## config.mk

```make
export PLATFORM = sky130hd
export DESIGN_NAME = mul8_seq_ctrl_flat
export DESIGN_NICKNAME = d
export VERILOG_FILES = /design/src/rtl/mul8_seq_ctrl_if.sv /design/src/rtl/mul8_seq_ctrl.sv /design/src/flat_wrapper.sv
export SDC_FILE = /design/constraint.sdc
export NUM_CORES = 1
export LEC_CHECK = 0
export ABC_AREA = 1
export BUFFER_PORTS_ARGS = -buffer_cell sky130_fd_sc_hd__buf_4
export CORE_MARGIN = 2
export CORE_UTILIZATION = 40
export DETAILED_ROUTE_END_ITERATION = 8
export PLACE_DENSITY = 0.7
export SYNTH_ARGS = -nofsm -noshare
export SYNTH_HDL_FRONTEND = slang
export SYNTH_SLANG_ARGS = --single-unit
```

## constraint.sdc

```tcl
create_clock -name clk -period 5.2 [get_ports clk]
set_clock_uncertainty 0.1 [all_clocks]
set_input_delay 1.04 -clock clk [delete_from_list [all_inputs] [get_ports clk]]
set_output_delay 1.04 -clock clk [all_outputs]
set_load 0.03 [all_outputs]
```

## src/rtl/mul8_seq_ctrl_if.sv

```systemverilog
// Operand/product handshake bundle for mul8_seq_ctrl.
// master = requester/consumer side, slave = controller side.
interface mul8_seq_ctrl_if;
  logic        in_valid;
  logic        in_ready;
  logic [7:0]  a;
  logic [7:0]  b;
  logic        out_valid;
  logic        out_ready;
  logic [15:0] product;

  modport master (
    output in_valid, a, b, out_ready,
    input  in_ready, out_valid, product
  );

  modport slave (
    input  in_valid, a, b, out_ready,
    output in_ready, out_valid, product
  );
endinterface

```

## src/rtl/mul8_seq_ctrl.sv

```systemverilog
// 8x8 unsigned multiply sequencer driving an external 4x4 core, one nibble pair per step.
// Optional MUL8_SEQ_ZERO_SKIP_EN: a zero operand bypasses the steps and returns 0 after one cycle.
module mul8_seq_ctrl #(
  parameter int MUL_LAT = 0
) (
  input  logic               clk,
  input  logic               rst_n,
  mul8_seq_ctrl_if.slave     bus,
  output logic               busy,
  output logic [3:0]         mul_a,
  output logic [3:0]         mul_b,
  input  logic [7:0]         mul_r
);

  typedef enum logic [1:0] {IDLE, STEP, DONE} state_t;

  localparam logic LAST_WAIT = (MUL_LAT != 0);

`ifdef MUL8_SEQ_ZERO_SKIP_EN
  localparam logic ZERO_SKIP = 1'b1;
`else
  localparam logic ZERO_SKIP = 1'b0;
`endif

  state_t      state_q, state_d;
  logic [1:0]  step_q, step_d;
  logic        wait_q, wait_d;
  logic        load_q, load_d;
  logic [7:0]  a_q, a_d;
  logic [7:0]  b_q, b_d;
  logic [15:0] acc_q, acc_d;
  logic [15:0] product_q, product_d;
  logic        out_valid_q, out_valid_d;
  logic [3:0]  mul_a_q, mul_a_d;
  logic [3:0]  mul_b_q, mul_b_d;
  logic [15:0] partial;
  logic        zero_op;

  function automatic logic [3:0] nib(input logic [7:0] v, input logic hi);
    return hi ? v[7:4] : v[3:0];
  endfunction

  assign zero_op = (bus.a == 8'd0) || (bus.b == 8'd0);

  // Partial product weight: step bit0 selects a's high nibble, bit1 selects b's high nibble.
  always_comb begin
    partial = 16'd0;
    case (step_q)
      2'd0:    partial = {8'd0, mul_r};
      2'd1:    partial = {4'd0, mul_r, 4'd0};
      2'd2:    partial = {4'd0, mul_r, 4'd0};
      default: partial = {mul_r, 8'd0};
    endcase
  end

  always_comb begin
    state_d     = state_q;
    step_d      = step_q;
    wait_d      = wait_q;
    load_d      = load_q;
    a_d         = a_q;
    b_d         = b_q;
    acc_d       = acc_q;
    product_d   = product_q;
    out_valid_d = out_valid_q;
    mul_a_d     = 4'd0;
    mul_b_d     = 4'd0;

    case (state_q)
      IDLE: begin
        if (bus.in_valid) begin
          a_d    = bus.a;
          b_d    = bus.b;
          acc_d  = 16'd0;
          step_d = 2'd0;
          wait_d = 1'b0;
          load_d = 1'b1;
          if (ZERO_SKIP && zero_op) begin
            state_d   = DONE;
            product_d = 16'd0;
          end else begin
            state_d = STEP;
          end
        end
      end

      // The first STEP cycle only loads the core operand registers; each step then
      // holds its nibbles for MUL_LAT+1 cycles and accumulates on the last one.
      STEP: begin
        mul_a_d = mul_a_q;
        mul_b_d = mul_b_q;
        if (load_q) begin
          load_d  = 1'b0;
          mul_a_d = nib(a_q, step_q[0]);
          mul_b_d = nib(b_q, step_q[1]);
        end else if (wait_q != LAST_WAIT) begin
          wait_d = 1'b1;
        end else begin
          wait_d = 1'b0;
          acc_d  = acc_q + partial;
          if (step_q == 2'd3) begin
            product_d   = acc_d;
            out_valid_d = 1'b1;
            state_d     = DONE;
            mul_a_d     = 4'd0;
            mul_b_d     = 4'd0;
          end else begin
            step_d  = step_q + 2'd1;
            mul_a_d = nib(a_q, step_d[0]);
            mul_b_d = nib(b_q, step_d[1]);
          end
        end
      end

      // out_valid is still low here only on the zero-skip path.
      DONE: begin
        if (!out_valid_q) begin
          out_valid_d = 1'b1;
        end else if (bus.out_ready) begin
          out_valid_d = 1'b0;
          state_d     = IDLE;
        end
      end

      default: begin
        state_d = IDLE;
      end
    endcase
  end

  always_ff @(posedge clk) begin
    if (!rst_n) begin
      state_q     <= IDLE;
      step_q      <= 2'd0;
      wait_q      <= 1'b0;
      load_q      <= 1'b0;
      a_q         <= 8'd0;
      b_q         <= 8'd0;
      acc_q       <= 16'd0;
      product_q   <= 16'd0;
      out_valid_q <= 1'b0;
      mul_a_q     <= 4'd0;
      mul_b_q     <= 4'd0;
    end else begin
      state_q     <= state_d;
      step_q      <= step_d;
      wait_q      <= wait_d;
      load_q      <= load_d;
      a_q         <= a_d;
      b_q         <= b_d;
      acc_q       <= acc_d;
      product_q   <= product_d;
      out_valid_q <= out_valid_d;
      mul_a_q     <= mul_a_d;
      mul_b_q     <= mul_b_d;
    end
  end

  assign bus.in_ready  = (state_q == IDLE);
  assign bus.out_valid = out_valid_q;
  assign bus.product   = product_q;
  assign busy          = (state_q != IDLE);
  assign mul_a         = mul_a_q;
  assign mul_b         = mul_b_q;

endmodule

```

## src/flat_wrapper.sv

```systemverilog
// flat-port wrapper written by rule: the top's interface ports become plain ports
module mul8_seq_ctrl_flat 
#(
  parameter int MUL_LAT = 0
)
  (clk, rst_n, busy, mul_a, mul_b, mul_r, bus_in_valid, bus_a, bus_b, bus_out_ready, bus_in_ready, bus_out_valid, bus_product);
  mul8_seq_ctrl_if bus_i ();
  input  logic clk;
  input  logic rst_n;
  output logic busy;
  output logic [3:0] mul_a;
  output logic [3:0] mul_b;
  input  logic [7:0] mul_r;
  input wire logic [$bits(bus_i.in_valid)-1:0] bus_in_valid;
  input wire logic [$bits(bus_i.a)-1:0] bus_a;
  input wire logic [$bits(bus_i.b)-1:0] bus_b;
  input wire logic [$bits(bus_i.out_ready)-1:0] bus_out_ready;
  output wire logic [$bits(bus_i.in_ready)-1:0] bus_in_ready;
  output wire logic [$bits(bus_i.out_valid)-1:0] bus_out_valid;
  output wire logic [$bits(bus_i.product)-1:0] bus_product;
  assign bus_i.in_valid = bus_in_valid;
  assign bus_i.a = bus_a;
  assign bus_i.b = bus_b;
  assign bus_i.out_ready = bus_out_ready;
  assign bus_in_ready = bus_i.in_ready;
  assign bus_out_valid = bus_i.out_valid;
  assign bus_product = bus_i.product;
  mul8_seq_ctrl #(.MUL_LAT(MUL_LAT)) u_core (.clk(clk), .rst_n(rst_n), .bus(bus_i), .busy(busy), .mul_a(mul_a), .mul_b(mul_b), .mul_r(mul_r));
endmodule
```

==> results.py <==
metrics = {
    "outcome": {
        "outcome": "complete, no violations",
    },
    "logic_synthesis": {
        "synthFlopType": "dfxtp_1",
        "syn_area_mm2": 0.00352,
        "ys_seq_area_share_pct": 35.2,
        "yosys_warnings": 0,
        "yosys.area.top_type_share_pct": 35.2,
        "synth_cells": 536,
        "ys_top_cells_by_area": "dfxtp_1, nand2_1, inv_1",
        "ys_types": 31,
        "syn_nets": 582,
        "ys_ff_latch": 62,
        "post-synth-top-count-cell": "nand2_1",
        "synth.avg_cell_area_um2": 6.57,
        "synth_edf_count": 0,
        "yosysTopAreaCell": "dfxtp_1",
        "synthTopCellsByCount": "nand2_1, inv_1, dfxtp_1, nor2_1, a21oi_1",
        "async_flop_share_pct": 0,
    },
    "routing": {
        "drt_pass1_iterations": 5,
        "wl_um": 8970,
        "via_per_inst": 4.95,
        "first_iter_violations": 162,
        "routed-via-count": 3453,
        "drc": 0,
        "antenna_left": 0,
        "wl_per_cell_um": 12.9,
    },
    "clock_network": {
        "cts_made_buffers": 9,
        "clk_latency_ns": 0.35,
        "cts_setup_buffers": 0,
        "cts_resized": 0,
        "cts_tree": "done",
        "h-tree-depth": 3,
        "clock_path_buffers": 2,
        "clock_tree.root_cell": "clkbuf_8",
        "ctsHoldBuffers": 0,
        "cts_num_sinks": 62,
        "clk_pin_slew_ns": 0.07,
    },
    "grt": {
        "grt_max_degree": 33,
        "antenna_found_initial": 0,
        "grt_util_all_layers_pct": 19.4,
        "grt_pass1_wl_um": 15400,
        "grt_pass1_vias": 3333,
        "gr-total-overflow": 0,
    },
    "critical_path": {
        "r2r_slack_ns": 1.81,
        "reg2reg_from": "u_core.step_q[0]",
        "worstPathMaxFanout": 13,
        "reg2reg_to": "u_core.bus.product[6]",
        "crit_type": "reg -> reg",
        "crit_path_start_kind": "register",
        "worst_r2r_path_depth": 15,
        "end_kind": "register",
        "required_ns": 5.33,
        "critPathArrivalTime_ns": 3.52,
        "crit_path_end": "u_core.bus.product[6]",
        "setup.worst_path.start": "u_core.step_q[0]",
    },
    "final_layout": {
        "fillCellCount": 887,
        "drive_above_1_share_pct": 14.1,
        "final_nets": 631,
        "syn_to_final_growth_pct": 17.8,
        "final_area_mm2": 0.00415,
        "diodes": 0,
    },
    "placement": {
        "gp_congestion": 0.951,
        "place_hpwl_um": 6800,
        "port_buffers": 54,
        "dpl_cell_area_mm2": 0.00398,
    },
    "power_and_ir_drop": {
        "cellLeakagePower_nw": 2.08,
        "cellPowerDensity_mw_per_mm2": 268,
        "peakVddDrop_mv": 0.147,
    },
    "job": {
        "max_cap_viol_count": 0,
    },
    "timing": {
        "relSlewSlack_pct": 30.8,
        "hold_viol_final": 0,
        "rsz0062_at_grt": "no",
        "min_period_ns": 3.39,
        "finalSetupViolCount": 0,
        "post-route-period-util_pct": 65.1,
        "fmax_mhz": 295,
        "slew_violations": 0,
        "final.setup.tns_ns": 0,
        "max_slew.worst_pin.slew_ns": 1.04,
    },
    "floorplanning": {
        "row_count": 34,
        "coreArea_mm2": 0.00864,
        "die_x_um": 97.9,
        "floorplan.initialDensity_pct": 40.8,
        "dieArea_mm2": 0.00958,
        "die_height_um": 97.9,
        "io_pins": 55,
    },
    "min_path": {
        "min_path_type": "reg -> reg",
    },
}
cell type report:
class / instances / area, um2 / share of cell area (%)
multi-input combinational: 373 / 1870 / 45.1
sequential: 62 / 1240 / 29.9
timing repair buffer: 54 / 405 / 9.76
inverter: 85 / 323 / 7.78
tap: 108 / 135 / 3.25
clock buffer: 9 / 124 / 2.98
clock inverter: 7 / 50.0 / 1.21
cells in the final DEF, fill, tap and decap left out:
| master | count |
|---|---|
| nand2_2 | 3 |
| xor2_2 | 1 |
| nand3_1 | 18 |
| nand2_1 | 146 |
| o21ai_1 | 3 |
| xor2_1 | 6 |
| nor2_1 | 62 |
| clkinv_1 | 2 |
| nor2_8 | 2 |
| inv_6 | 1 |
| clkbuf_8 | 9 |
| clkinv_2 | 3 |
| o22ai_1 | 8 |
| dfxtp_1 | 62 |
| ha_1 | 17 |
| or2_1 | 2 |
| buf_4 | 54 |
| o211ai_1 | 9 |
| o21ai_0 | 33 |
| fa_1 | 1 |
| nand4_1 | 1 |
| nand3_2 | 1 |
| nand2_4 | 1 |
| nor2_2 | 1 |
| clkinv_4 | 1 |
| inv_4 | 1 |
| and2_4 | 1 |
| a31o_2 | 1 |
| nor3_1 | 3 |
| clkinvlp_4 | 3 |
| inv_1 | 81 |
| a21oi_1 | 53 |
worst min path at each step:
stage,start,end,depth (start not counted)
after floorplan,u_core.b_q[7],u_core.mul_b[3],2
after global placement,u_core.a_q[0],u_core.a_q[0],2
after detailed placement,u_core.bus.product[2],u_core.bus.product[2],2
after CTS,u_core.bus.product[2],u_core.bus.product[2],2
after global routing,u_core.acc_q[2],u_core.acc_q[2],2
final,u_core.acc_q[13],u_core.acc_q[13],2
cells by family after synthesis:
logic type	synth area share (%)
compound gates	16.2
xor+xnor	1.95
fa+ha+maj	6.61
buf+inv	11.6
flops	35.2
simple gates	28.4
per-layer routing:
metal  GRT usage [%]  vias to the layer above  part of all wire (%)
met5               0                        -                     0
met4            6.52                        0                   2.6
met3            5.44                       18                   5.8
met2            32.6                       99                    47
met1            24.0                     1543                    44
li1                -                     1793                     -
where the power goes:
| group | internal (mW) | switching [mW] |
|---|---|---|
| clock network | 0.173 | 0.211 |
| logic | 0.0772 | 0.138 |
| registers | 0.496 | 0.0174 |
| total | 0.747 | 0.366 |
critical path, cell delays in order (launching register included):
cell      delay [ns]
dfxtp_1         0.55
ha_1            0.45
inv_1           0.23
nand2_1         0.32
nor2_1          0.08
ha_1            0.23
fa_1            0.41
nand2_1         0.09
nand2_1         0.07
nand3_1         0.07
nand2_1         0.12
or2_1           0.25
nand2_1         0.10
nand2_1         0.06
o211ai_1        0.09
inv_1           0.06
flip-flops by register name, summed over array words and instances, names as in the netlist:
register	flops
u_core.bus.product	16
u_core.state_q	2
u_core.acc_q	16
u_core.step_q	2
u_core.load_q	1
u_core.b_q	8
u_core.mul_b	4
u_core.mul_a	4
u_core.bus.out_valid	1
u_core.a_q	8
through the flow:
step	hold slack [ns]	total power [mW]	setup slack, ns	util [%]	std cells
after floorplan	0.340	0.673	2.54	-	536
after global placement	0.355	0.734	1.89	46.1	682
after detailed placement	0.366	0.739	1.86	46.1	682
after CTS	0.377	1.12	1.84	48.1	698
after global routing	0.391	1.17	1.55	48.1	698
final	0.372	1.11	1.81	48.1	698
Power figures use the tool's default switching activity.
